<file path="src/rtl/bitreverse_stream_ctrl_if.sv">
// Valid/ready sample stream with an end-of-stream marker.
interface bitreverse_stream_ctrl_if #(
    parameter int DW = 48
);
    logic          valid;
    logic          ready;
    logic [DW-1:0] data;
    logic          last;

    modport master (
        output valid,
        output data,
        output last,
        input  ready
    );

    modport slave (
        input  valid,
        input  data,
        input  last,
        output ready
    );
endinterface

</file>
<file path="src/rtl/bitreverse_stream_ctrl.sv">
// Stream sequencer for a clock-enabled bit-reverse stage: generates ce/reset,
// drops the unprimed first frame, flushes the tail with zeros, marks last.
module bitreverse_stream_ctrl #(
    parameter int LGSIZE = 5,
    parameter int WIDTH  = 24
) (
    input  logic                    i_clk,
    input  logic                    i_reset,
    bitreverse_stream_ctrl_if.slave  s,
    bitreverse_stream_ctrl_if.master m,
    output logic                    o_ce,
    output logic                    o_dp_reset,
    output logic [2*WIDTH-1:0]      o_dp_in,
    input  logic [2*WIDTH-1:0]      i_dp_out,
    input  logic                    i_dp_sync,
    output logic                    o_busy
);
    localparam int N = 1 << LGSIZE;
    localparam logic [LGSIZE-1:0] LAST_IDX = LGSIZE'(N - 1);
    localparam logic [LGSIZE:0] FLUSH_LEN = (LGSIZE + 1)'(N);

    typedef enum logic [1:0] {
        IDLE,
        RUN,
        FLUSH
    } state_t;

    state_t            state;
    logic [LGSIZE-1:0] in_cnt;
    logic [LGSIZE:0]   flush_cnt;
    logic              r_pend;
    logic              primed;
    logic              dp_rst_q;
    logic              adv;
    logic              ingest;
    logic              end_hs;

    assign m.valid = r_pend && (primed || i_dp_sync);
    assign m.data  = i_dp_out;
    assign m.last  = m.valid && (state == FLUSH) && (flush_cnt == FLUSH_LEN);

    assign adv        = !m.valid || m.ready;
    assign o_dp_reset = i_reset || dp_rst_q;
    assign end_hs     = m.valid && m.ready && m.last;

    // No samples are taken while the stage is held in reset.
    assign ingest  = (state != FLUSH) && !o_dp_reset;
    assign s.ready = ingest && adv;
    assign o_busy  = (state != IDLE);
    assign o_dp_in = (state == FLUSH) ? '0 : s.data;

    always_comb begin
        o_ce = 1'b0;
        if (ingest)
            o_ce = s.valid && adv;
        else if ((state == FLUSH) && !o_dp_reset)
            o_ce = (flush_cnt < FLUSH_LEN) && adv;
    end

    always_ff @(posedge i_clk) begin
        if (i_reset) begin
            state     <= IDLE;
            in_cnt    <= '0;
            flush_cnt <= '0;
            r_pend    <= 1'b0;
            primed    <= 1'b0;
            dp_rst_q  <= 1'b1;
        end else begin
            dp_rst_q <= 1'b0;
            if (o_ce)
                r_pend <= 1'b1;
            else if (m.ready)
                r_pend <= 1'b0;
            if (r_pend && i_dp_sync)
                primed <= 1'b1;

            unique case (state)
                IDLE: begin
                    if (o_ce) begin
                        state  <= RUN;
                        in_cnt <= in_cnt + 1'b1;
                    end
                end
                RUN: begin
                    if (o_ce) begin
                        in_cnt <= in_cnt + 1'b1;
                        if (s.last && (in_cnt == LAST_IDX)) begin
                            state     <= FLUSH;
                            flush_cnt <= '0;
                        end
                    end
                end
                FLUSH: begin
                    if (o_ce)
                        flush_cnt <= flush_cnt + 1'b1;
                    // Last beat taken: restart the stage so it re-primes.
                    if (end_hs) begin
                        state    <= IDLE;
                        in_cnt   <= '0;
                        primed   <= 1'b0;
                        r_pend   <= 1'b0;
                        dp_rst_q <= 1'b1;
                    end
                end
                default: state <= IDLE;
            endcase
        end
    end
endmodule

</file>
<file path="src/flat_wrapper.sv">
// flat-port wrapper written by rule: the top's interface ports become plain ports
module bitreverse_stream_ctrl_flat 
#(
    parameter int LGSIZE = 5,
    parameter int WIDTH  = 24
)
  (i_clk, i_reset, o_ce, o_dp_reset, o_dp_in, i_dp_out, i_dp_sync, o_busy, s_valid, s_data, s_last, s_ready, m_valid, m_data, m_last, m_ready);
  bitreverse_stream_ctrl_if #(.DW(2*(24))) s_i ();
  bitreverse_stream_ctrl_if #(.DW(2*(24))) m_i ();
  input  logic i_clk;
  input  logic i_reset;
  output logic o_ce;
  output logic o_dp_reset;
  output logic [2*WIDTH-1:0] o_dp_in;
  input  logic [2*WIDTH-1:0] i_dp_out;
  input  logic i_dp_sync;
  output logic o_busy;
  input wire logic [$bits(s_i.valid)-1:0] s_valid;
  input wire logic [$bits(s_i.data)-1:0] s_data;
  input wire logic [$bits(s_i.last)-1:0] s_last;
  output wire logic [$bits(s_i.ready)-1:0] s_ready;
  output wire logic [$bits(m_i.valid)-1:0] m_valid;
  output wire logic [$bits(m_i.data)-1:0] m_data;
  output wire logic [$bits(m_i.last)-1:0] m_last;
  input wire logic [$bits(m_i.ready)-1:0] m_ready;
  assign s_i.valid = s_valid;
  assign s_i.data = s_data;
  assign s_i.last = s_last;
  assign s_ready = s_i.ready;
  assign m_valid = m_i.valid;
  assign m_data = m_i.data;
  assign m_last = m_i.last;
  assign m_i.ready = m_ready;
  bitreverse_stream_ctrl #(.LGSIZE(LGSIZE), .WIDTH(WIDTH)) u_core (.i_clk(i_clk), .i_reset(i_reset), .s(s_i), .m(m_i), .o_ce(o_ce), .o_dp_reset(o_dp_reset), .o_dp_in(o_dp_in), .i_dp_out(i_dp_out), .i_dp_sync(i_dp_sync), .o_busy(o_busy));
endmodule
</file>
<file path="config.mk">
export PLATFORM = sky130hd
export DESIGN_NAME = bitreverse_stream_ctrl_flat
export DESIGN_NICKNAME = d
export VERILOG_FILES = /design/src/rtl/bitreverse_stream_ctrl_if.sv /design/src/rtl/bitreverse_stream_ctrl.sv /design/src/flat_wrapper.sv
export SDC_FILE = /design/constraint.sdc
export NUM_CORES = 1
export LEC_CHECK = 0
export BUFFER_PORTS_ARGS = -buffer_cell sky130_fd_sc_hd__buf_2
export CORE_AREA = 2 2 80 82
export CTS_BUF_LIST = sky130_fd_sc_hd__clkbuf_4 sky130_fd_sc_hd__clkbuf_8
export CTS_CLUSTER_DIAMETER = 100
export DETAILED_ROUTE_END_ITERATION = 12
export DIE_AREA = 0 0 82 84
export GPL_ROUTABILITY_DRIVEN = 0
export HOLD_SLACK_MARGIN = 0.15
export PLACE_DENSITY = 0.67
export SYNTH_ARGS = -nofsm -noshare
export SYNTH_HDL_FRONTEND = slang
export SYNTH_SLANG_ARGS = --single-unit
</file>
<file path="constraint.sdc">
create_clock -name i_clk -period 1.8 [get_ports i_clk]
set_input_delay 0.18 -clock i_clk [delete_from_list [all_inputs] [get_ports i_clk]]
set_output_delay 0.18 -clock i_clk [all_outputs]
set_load 0.01 [all_outputs]
</file>
After elaboration in Yosys (flattened, before gate mapping). Index checks and enable logic that the tools add are counted.

Register bits after elaboration: 16. Input bits: 102. Output and inout bits: 102. Logic and storage cells: 69.

$add $sub $neg: 2. Magnitude comparators: 1. Equality and inequality tests: 11. Multiplexer cells: 24. Reduce and logical (&&, ||, !) cells: 25.

Operator list (number): two-way mux 48 bit (1); two-way mux 6 bit (3); logical AND 1 bit (12); one-hot mux 6 bit (2 select lines) (1); two-way mux 1 bit (11); two-way mux 5 bit (2); one-hot mux 5 bit (2 select lines) (1); two-way mux 2 bit (4); != test 2 bit (second input constant) (4); AND reduction 4 bit (2); adder 6 x 1 -> 6 bit (second input constant) (1); equality test 6 bit (second input constant) (1); < comparator 6 bit (second input constant) (1); != test 2 x 1 -> 1 bit (second input constant) (3); one-hot mux 2 bit (3 select lines) (1); nonzero test 2 bit (3); adder 5 x 1 -> 5 bit (second input constant) (1); equality test 5 bit (second input constant) (1); logical OR 1 bit (3); AND reduction 3 bit (1); equality test 2 x 1 -> 1 bit (second input constant) (1); equality test 2 bit (second input constant) (1); zero test 1 bit (2); zero test 2 bit (1); OR reduction 2 bit (1).

Longest topological paths before layout. Gate-level depths: netlist (run 1).

Word-level depth: 10. Depth in mapped cells: 7. Mapped depth without buffers: 7.

Worst setup path after synthesis (run 1). Ideal clock, no wire load.

Path type: flip-flop to flip-flop. Start: register u_core.in_cnt[0]. End: register u_core.flush_cnt[5]. Library setup time: 0.070 ns. Data arrival time: 1.701 ns. Data required time: 1.730 ns. Path slack: 0.029 ns. Stages on the path, launching flop included: 8. Path buffers: 0. Period minus slack after synthesis: 1.771 ns. Cells stage by stage: dfxtp_1 > ha_1 > and3_1 > ha_1 > and3_1 > a21oi_2 > or4_1 > a21oi_1.

Cells in the longest elaborated chain, start to end: 4.

RTL lines: start: declaration (line bitreverse_stream_ctrl.sv:29) `logic [LGSIZE-1:0] in_cnt;`; start signal: assignment (line bitreverse_stream_ctrl.sv:81) `in_cnt <= in_cnt + 1'b1;`; start signal: assignment (line bitreverse_stream_ctrl.sv:86) `in_cnt <= in_cnt + 1'b1;`; equality test 5 bit (line bitreverse_stream_ctrl.sv:87) `if (s.last && (in_cnt == LAST_IDX)) begin`; logical AND 1 bit (line bitreverse_stream_ctrl.sv:87); != test 2 x 1 -> 1 bit (no line); AND reduction 4 bit (no line); end signal: assignment (line bitreverse_stream_ctrl.sv:95) `flush_cnt <= flush_cnt + 1'b1;`; end: declaration (line bitreverse_stream_ctrl.sv:30) `logic [LGSIZE:0] flush_cnt;`.

Every way passes these cells. A chain may end at the register's enable or synchronous reset.

Worst setup path in the final report (run 1).
Start: register u_core.in_cnt[0]. End: register u_core.flush_cnt[4].

The elaborated chain is that of the path after synthesis.

==> summary.md, run 1 <==
| Metric | Value |
|---|---|
| Fraction of synthesized area in multiplexers | `0` |
| CP max-delay cell | `or4_4` |
| Root buffer cell | `clkbuf_8` |
| Top post-synthesis cells by area | `buf_4 24%, dfxtp_1 21%, and2_1 21%` |
| Final ANT Viol Nets | `0` |
| Clk sinks | `16` |
| CTS H-Tree Depth | `1` |
| Fin. max-slew vios | `0` |
| Die Area | `6890 µm²` |
| MaxCap Viol Count | `0` |
| Cell with the most instances after synthesis | `and2_1` |
| Critical path fanouts, max | `4` |
| PortBufs | `107` |
| First-pass GRT wire length | `6600 µm` |
| Worst R2R Start | `u_core.in_cnt[0]` |
| Final Hold Vio Count | `0` |
| Power per standard cell area | `481 nW/µm²` |
| EDFF count, synth | `0` |
| Reg area | `324 µm²` |
| Routed length per instance | `13.8 µm` |
| Asr flop ratio synth | `0` |
| Leak Pwr | `0.915 nW` |
| TritonCTS clock tree | `done` |
| Netlist cell types | `34` |
| Worst Tran Pin Value | `0.514 ns` |
| Share of layout cells above drive strength 1 | `0.513` |
| Clk_lat worst skew | `0.25 ns` |
| PnR Total Power | `0.917 mW` |
| Netlist Area Pre-Place | `1490 µm²` |
| Worst R2R Path Depth | `7` |
| Crit path launch type | `flop` |
| Post-layout instance area | `1900 µm²` |
| Post-Synth XOR/XNOR Area | `0.00586` |
| WS Path Type | `flop to flop` |
| Commonest cells post-synth | `49 x and2_1, 48 x buf_4, 16 x dfxtp_1, 11 x a21oi_1, 7 x nor2_1` |
| Period utilization | `0.983` |
| Area Overhead vs Synth | `27.5%` |
| Max IR drop VDD | `0.000655 V` |
| Compound-Gate Fraction of Synth Area | `0.118` |
| Share of the yosys chip area belonging to registers | `0.214` |
| Fin Clk Skew | `0.00112 ns` |
| Die Y | `84 µm` |
| Setup violators final | `0` |
| Starting Density | `0.245` |
| CTS max path bufs | `2` |
| Setup repair after global routing missed its margin | `true` |
| CP Buf/Inv Count | `0` |
| Worst Setup End Kind | `flop` |
| Post-placement cell area | `1790 µm²` |
| Total CTS buffers | `3` |
| Ys flop type | `dfxtp_1` |
| WHS Endpoint | `u_core.primed` |
| Final Hold Slack | `0.184 ns` |
| Worst R2R End | `u_core.flush_cnt[4]` |
| Required time of the critical path | `1.99 ns` |
| Core area | `6100 µm²` |
| Main combinational cell family by area after synthesis | `simple AND/OR/NAND/NOR gates` |
| Row count | `29` |
| Worst-path clk slew | `0.07 ns` |
| Ys Warns | `0` |
| Filler cell count | `662` |
| Remaining DRCs | `0` |
| Layout Utilization | `0.312` |
| Post-Syn Instances | `195` |
| #FFs+latches synth | `16` |
| CP dominant cell by count | `a21oi_2` |
| Multi-input logic area | `800 µm²` |
| Outcome | `finished clean` |
| Initial antenna violation count | `1` |
| Largest net degree at the start of global routing | `51` |
| Vias in the first global route | `1,329` |
| Synthesized Nets | `301` |
| Placed wire-length estimate | `3880 µm` |
| Number of inserted diodes | `0` |
| Min-delay src | `i_dp_sync` |
| Hold depth | `3` |
| R2r setup slk | `0.03 ns` |
| Fmax | `0.565 GHz` |
| GRT overflow | `0` |
| Final wirelength | `4680 µm` |
| # IOs | `204` |
| Largest area contributor in the netlist | `buf_4` |
| Rel. slew slack | `0.654` |
| Crit-path cells | `ha_4, and3_1, ha_1, and3_4, a21oi_2, or4_4, a21oi_2` |
| Initial DRC Count | `25` |
| Via count | `1,513` |
| Via/cell ratio | `4.48` |
| DIE WIDTH | `82 µm` |
| Worst hold-check path type | `input port to flop` |
| CP arrival | `1.96 ns` |
| Levels on crit path | `7` |
| Simple-gate share of the synthesized area | `0.358` |
| Tot GR Track Use | `0.122` |
| Drt pass-1 iters | `4` |
| CP delay by family, top | `simple AND/OR/NAND/NOR gates` |
| Adder-cell share of the synthesized area | `0.0335` |
| Min cycle time layout | `1.77 ns` |
| Worst path max stage delay | `0.52 ns` |
| Mapped Avg Cell Area | `7.66 µm²` |
| Final Net Count | `368` |
| Synth top area share | `0.241` |
==> worst max path at each step <==
stage | slack (ns) | endpoint | from
final | 0.03 | u_core.flush_cnt[4] | u_core.in_cnt[0]
after global routing | -0.05 | u_core.flush_cnt[4] | u_core.in_cnt[0]
after CTS | 0.007 | u_core.flush_cnt[5] | u_core.in_cnt[1]
after detailed placement | -0.03 | u_core.flush_cnt[5] | u_core.in_cnt[0]
after global placement | 0.04 | u_core.flush_cnt[4] | u_core.in_cnt[0]
after floorplan | 0.03 | u_core.flush_cnt[5] | u_core.in_cnt[0]
==> metrics by stage <==
step	instances	worst slack [ns]	TNS, ns
after CTS	337	0.00687	0
after floorplan	195	0.0294	0
after global routing	338	-0.0483	-0.0730
final	338	0.0305	0
after global placement	332	0.0390	0
after detailed placement	332	-0.0255	-0.0709
==> cells by family after synthesis <==
| group | count (synthesis) |
|---|---|
| buf+inv | 59 |
| flops | 16 |
| fa+ha+maj | 4 |
| xor+xnor | 1 |
| compound gates | 28 |
| simple gates | 87 |
==> registers in the layout (all words and copies together) (netlist names) <==
| name | cells |
|---|---|
| u_core.flush_cnt | 6 |
| u_core.r_pend | 1 |
| u_core.state | 2 |
| u_core.primed | 1 |
| u_core.dp_rst_q | 1 |
| u_core.in_cnt | 5 |
==> timing repair <==
item	in CTS	in global routing
pin swaps	0	5
setup endpoints to repair	4	55
hold buffers	0	0
gates resized for setup	3	8
buffers inserted	1	1
endpoints found under the hold margin	0	0
==> layer usage <==
metal	global-route usage	part of all wire
met1	0.161	0.43
met2	0.182	0.45
met3	0.0281	0.074
met4	0.0621	0.047
met5	0	0
==> layout make-up <==
class	count	share of cell area
Clock buffer	4	0.0289
Sequential cell	16	0.170
Timing Repair Buffer	116	0.321
Multi-Input combinational cell	120	0.420
Inverter	5	0.00986
Tap cell	77	0.0506
==> power by group <==
part / switching (mW) / total (mW) / internal, mW
registers: 0.00582 / 0.365 / 0.360
logic: 0.109 / 0.232 / 0.123
clock network: 0.126 / 0.320 / 0.194
total: 0.240 / 0.917 / 0.677
==> cells in the final DEF, fill, tap and decap left out, types with 2 or more instances in the layout <==
cell and instances:
dfxtp_2 3, o21ai_0 3, clkbuf_8 4, o21ai_1 2, nand3_1 6, nand2_1 3, a21oi_1 9, or4_1 2
o211ai_1 2, buf_4 8, buf_2 107, ha_1 3, a21oi_2 3, or2_2 2, inv_1 5, nand4_1 3
or3_1 2, dfxtp_1 13, and2_1 49, and3_1 2, nor2_1 7, o31ai_1 3, nand2b_1 2, nor2b_1 3
==> worst reg2reg max path, stage by stage, from the launching register on <==
cell,delay [ns]
dfxtp_2,0.36
ha_4,0.14
and3_1,0.16
ha_1,0.14
and3_4,0.19
a21oi_2,0.07
or4_4,0.52
a21oi_2,0.13
(Power assumes the default switching activity.)
==> run 2, diff against run 1 <==
CORE_AREA = 2 2 78 80   (was 2 2 80 82)
DIE_AREA = 0 0 80 82   (was 0 0 82 84)
clock period = 2.09 ns   (was 1.8 ns; I/O delays follow)
==> run 2 against run 1 <==
Critical path depth did not move. Design area shrank 4.8%. Critical endpoint is now u_core.flush_cnt[5]. Highest routed layer unchanged. Register-to-register slack better by 0.17 ns. Hold slack improved by 0.0093 ns. Largest cell class unchanged. Total power shrank 15%. Core utilization increased by 0.32 points. Final cell count shrank 2.7%. Combinational power down 19%.
==> summary.md, run 2 (synthesis gave the netlist of run 1 again) <==
| Metric | Value |
|---|---|
| Drt pass-1 iters | `4` |
| Final Hold Vio Count | `0` |
| Clk sinks | `16` |
| CP Buf/Inv Count | `0` |
| CP arrival | `2.08 ns` |
| Hold depth | `3` |
| Fin Clk Skew | `0.00116 ns` |
| Post-placement cell area | `1750 µm²` |
| Final Net Count | `361` |
| Core area | `5750 µm²` |
| Worst R2R Path Depth | `7` |
| Placed wire-length estimate | `3630 µm` |
| Leak Pwr | `0.877 nW` |
| Power per standard cell area | `430 nW/µm²` |
| Starting Density | `0.260` |
| R2r setup slk | `0.20 ns` |
| Required time of the critical path | `2.28 ns` |
| Min cycle time layout | `1.89 ns` |
| Met3 Use GR | `0.0363` |
| Initial antenna violation count | `0` |
| Via count | `1,467` |
| CP dominant cell by count | `ha_1` |
| First-pass GRT wire length | `6190 µm` |
| Final setup TNS | `0 ns` |
| GRT busiest layer | `met2` |
| Rel. slew slack | `0.643` |
| Register name with the most flops | `u_core.flush_cnt` |
| Routed length per instance | `13.3 µm` |
| Via/cell ratio | `4.46` |
| Die Area | `6560 µm²` |
| Critical path fanouts, max | `8` |
| Setup repair after global routing missed its margin | `false` |
| Met1 Usage GRT | `0.149` |
| Fmax | `0.529 GHz` |
| Outcome | `finished clean` |
| Worst Setup End Kind | `flop` |
| Number of inserted diodes | `0` |
| WHS Endpoint | `u_core.primed` |
| Final wirelength | `4370 µm` |
| Setup violators final | `0` |
| Final ANT Viol Nets | `0` |
| Crit-path cells | `ha_1, and3_1, ha_1, and3_2, a21oi_2, or4_1, a21oi_1` |
| Area Overhead vs Synth | `21.4%` |
| Period utilization | `0.905` |
| DIE WIDTH | `80 µm` |
| Worst R2R End | `u_core.flush_cnt[5]` |
| WS Path Type | `flop to flop` |
| CP delay by family, top | `simple AND/OR/NAND/NOR gates` |
| CP max-delay cell | `or4_1` |
| Post-layout instance area | `1810 µm²` |
| Most common library cell in the layout ignoring fill and taps | `buf_2` |
| Biggest registers after layout | `u_core.flush_cnt: 6 flops, u_core.in_cnt: 5 flops, u_core.state: 2 flops` |
| Row count | `28` |
| Layout Utilization | `0.316` |
| PortBufs | `107` |
| Min-delay src | `i_dp_sync` |
| Clk_lat worst skew | `0.25 ns` |
| Vias in the first global route | `1,284` |
| TritonCTS clock tree | `done` |
| Share of layout cells above drive strength 1 | `0.476` |
| Max IR drop VDD | `0.000454 V` |
| # IOs | `204` |
| Fin. max-slew vios | `0` |
| Initial DRC Count | `25` |
| Worst R2R Start | `u_core.in_cnt[0]` |
| CTS max path bufs | `2` |
| GRT overflow | `0` |
| Tot GR Track Use | `0.119` |
| Total CTS buffers | `3` |
| Worst hold-check path type | `input port to flop` |
| Max reg flops | `6` |
| Post-CTS Setup Inserts | `0` |
| Crit path launch type | `flop` |
| CTS H-Tree Depth | `1` |
| MaxCap Viol Count | `0` |
| Most frequent cells in the layout | `107 x buf_2, 49 x and2_1, 16 x dfxtp_1, 11 x a21oi_1, 7 x nor2_1` |
| Root buffer cell | `clkbuf_8` |
| Worst Tran Pin Value | `0.529 ns` |
| Remaining DRCs | `0` |
| GRT met2 Usage | `0.186` |
| Die Y | `82 µm` |
| Worst path max stage delay | `0.51 ns` |
| Post-CTS Resized | `0` |
| Worst-path clk slew | `0.06 ns` |
| Hold-fix buffers, CTS | `0` |
| Largest net degree at the start of global routing | `41` |
==> run 2: cell count changes in the layout (fill, tap and decap cells not counted), sizes merged <==
cell / previous run / this run
buf: 116 / 109
==> run 2: report_power, final <==
group / internal (mW) / switching [mW] / total, mW
clock: 0.167 / 0.110 / 0.277
combinational: 0.102 / 0.0877 / 0.189
sequential: 0.310 / 0.00431 / 0.314
total: 0.579 / 0.202 / 0.780
==> run 2: how the worst max path moves through the flow <==
stage / end / start / cells after the start
after floorplan: u_core.flush_cnt[5] / u_core.in_cnt[0] / 7
after CTS: o_dp_in[17] / u_core.state[0] / 4
after global placement: u_core.flush_cnt[5] / u_core.in_cnt[0] / 7
after global routing: u_core.flush_cnt[3] / u_core.in_cnt[1] / 7
final: u_core.flush_cnt[5] / u_core.in_cnt[0] / 7
after detailed placement: u_core.flush_cnt[5] / u_core.in_cnt[0] / 7
==> run 2: through the flow <==
stage	cells	setup slack (ns)	power [mW]	hold WS, ns
2_1_floorplan	195	0.319	0.501	0.347
3_3_place_gp	325	0.251	0.510	0.418
3_5_place_dp	325	0.182	0.511	0.418
4_1_cts	329	0.0995	0.784	0.194
5_1_grt	329	0.0321	0.812	0.232
6_report	329	0.199	0.780	0.194
==> run 2: metal layers <==
metal	up-vias	share of wire	wire length [µm]
met3	23	0.090	395
li1	723	-	-
met2	68	0.45	1980
met1	653	0.42	1840
met5	-	0	0
met4	0	0.037	163
==> run 2: worst reg2reg max path: cells and delay by family, from the launching register on <==
kind                       cells  cell delay, ns
and+or+nand+nor                3            0.88
adders and majority gates      2            0.31
AOI/OAI and AO/OA              2            0.25
DFF                            1            0.37
==> run 2: final cells by class <==
type                    instances  area [µm²]
clock buffers                   4        55.1
fillers                       644        3930
inverters                       5        18.8
multi-input cells             120         774
flip-flops and latches         16         320
well taps                      75        93.8
repair buffers                109         551
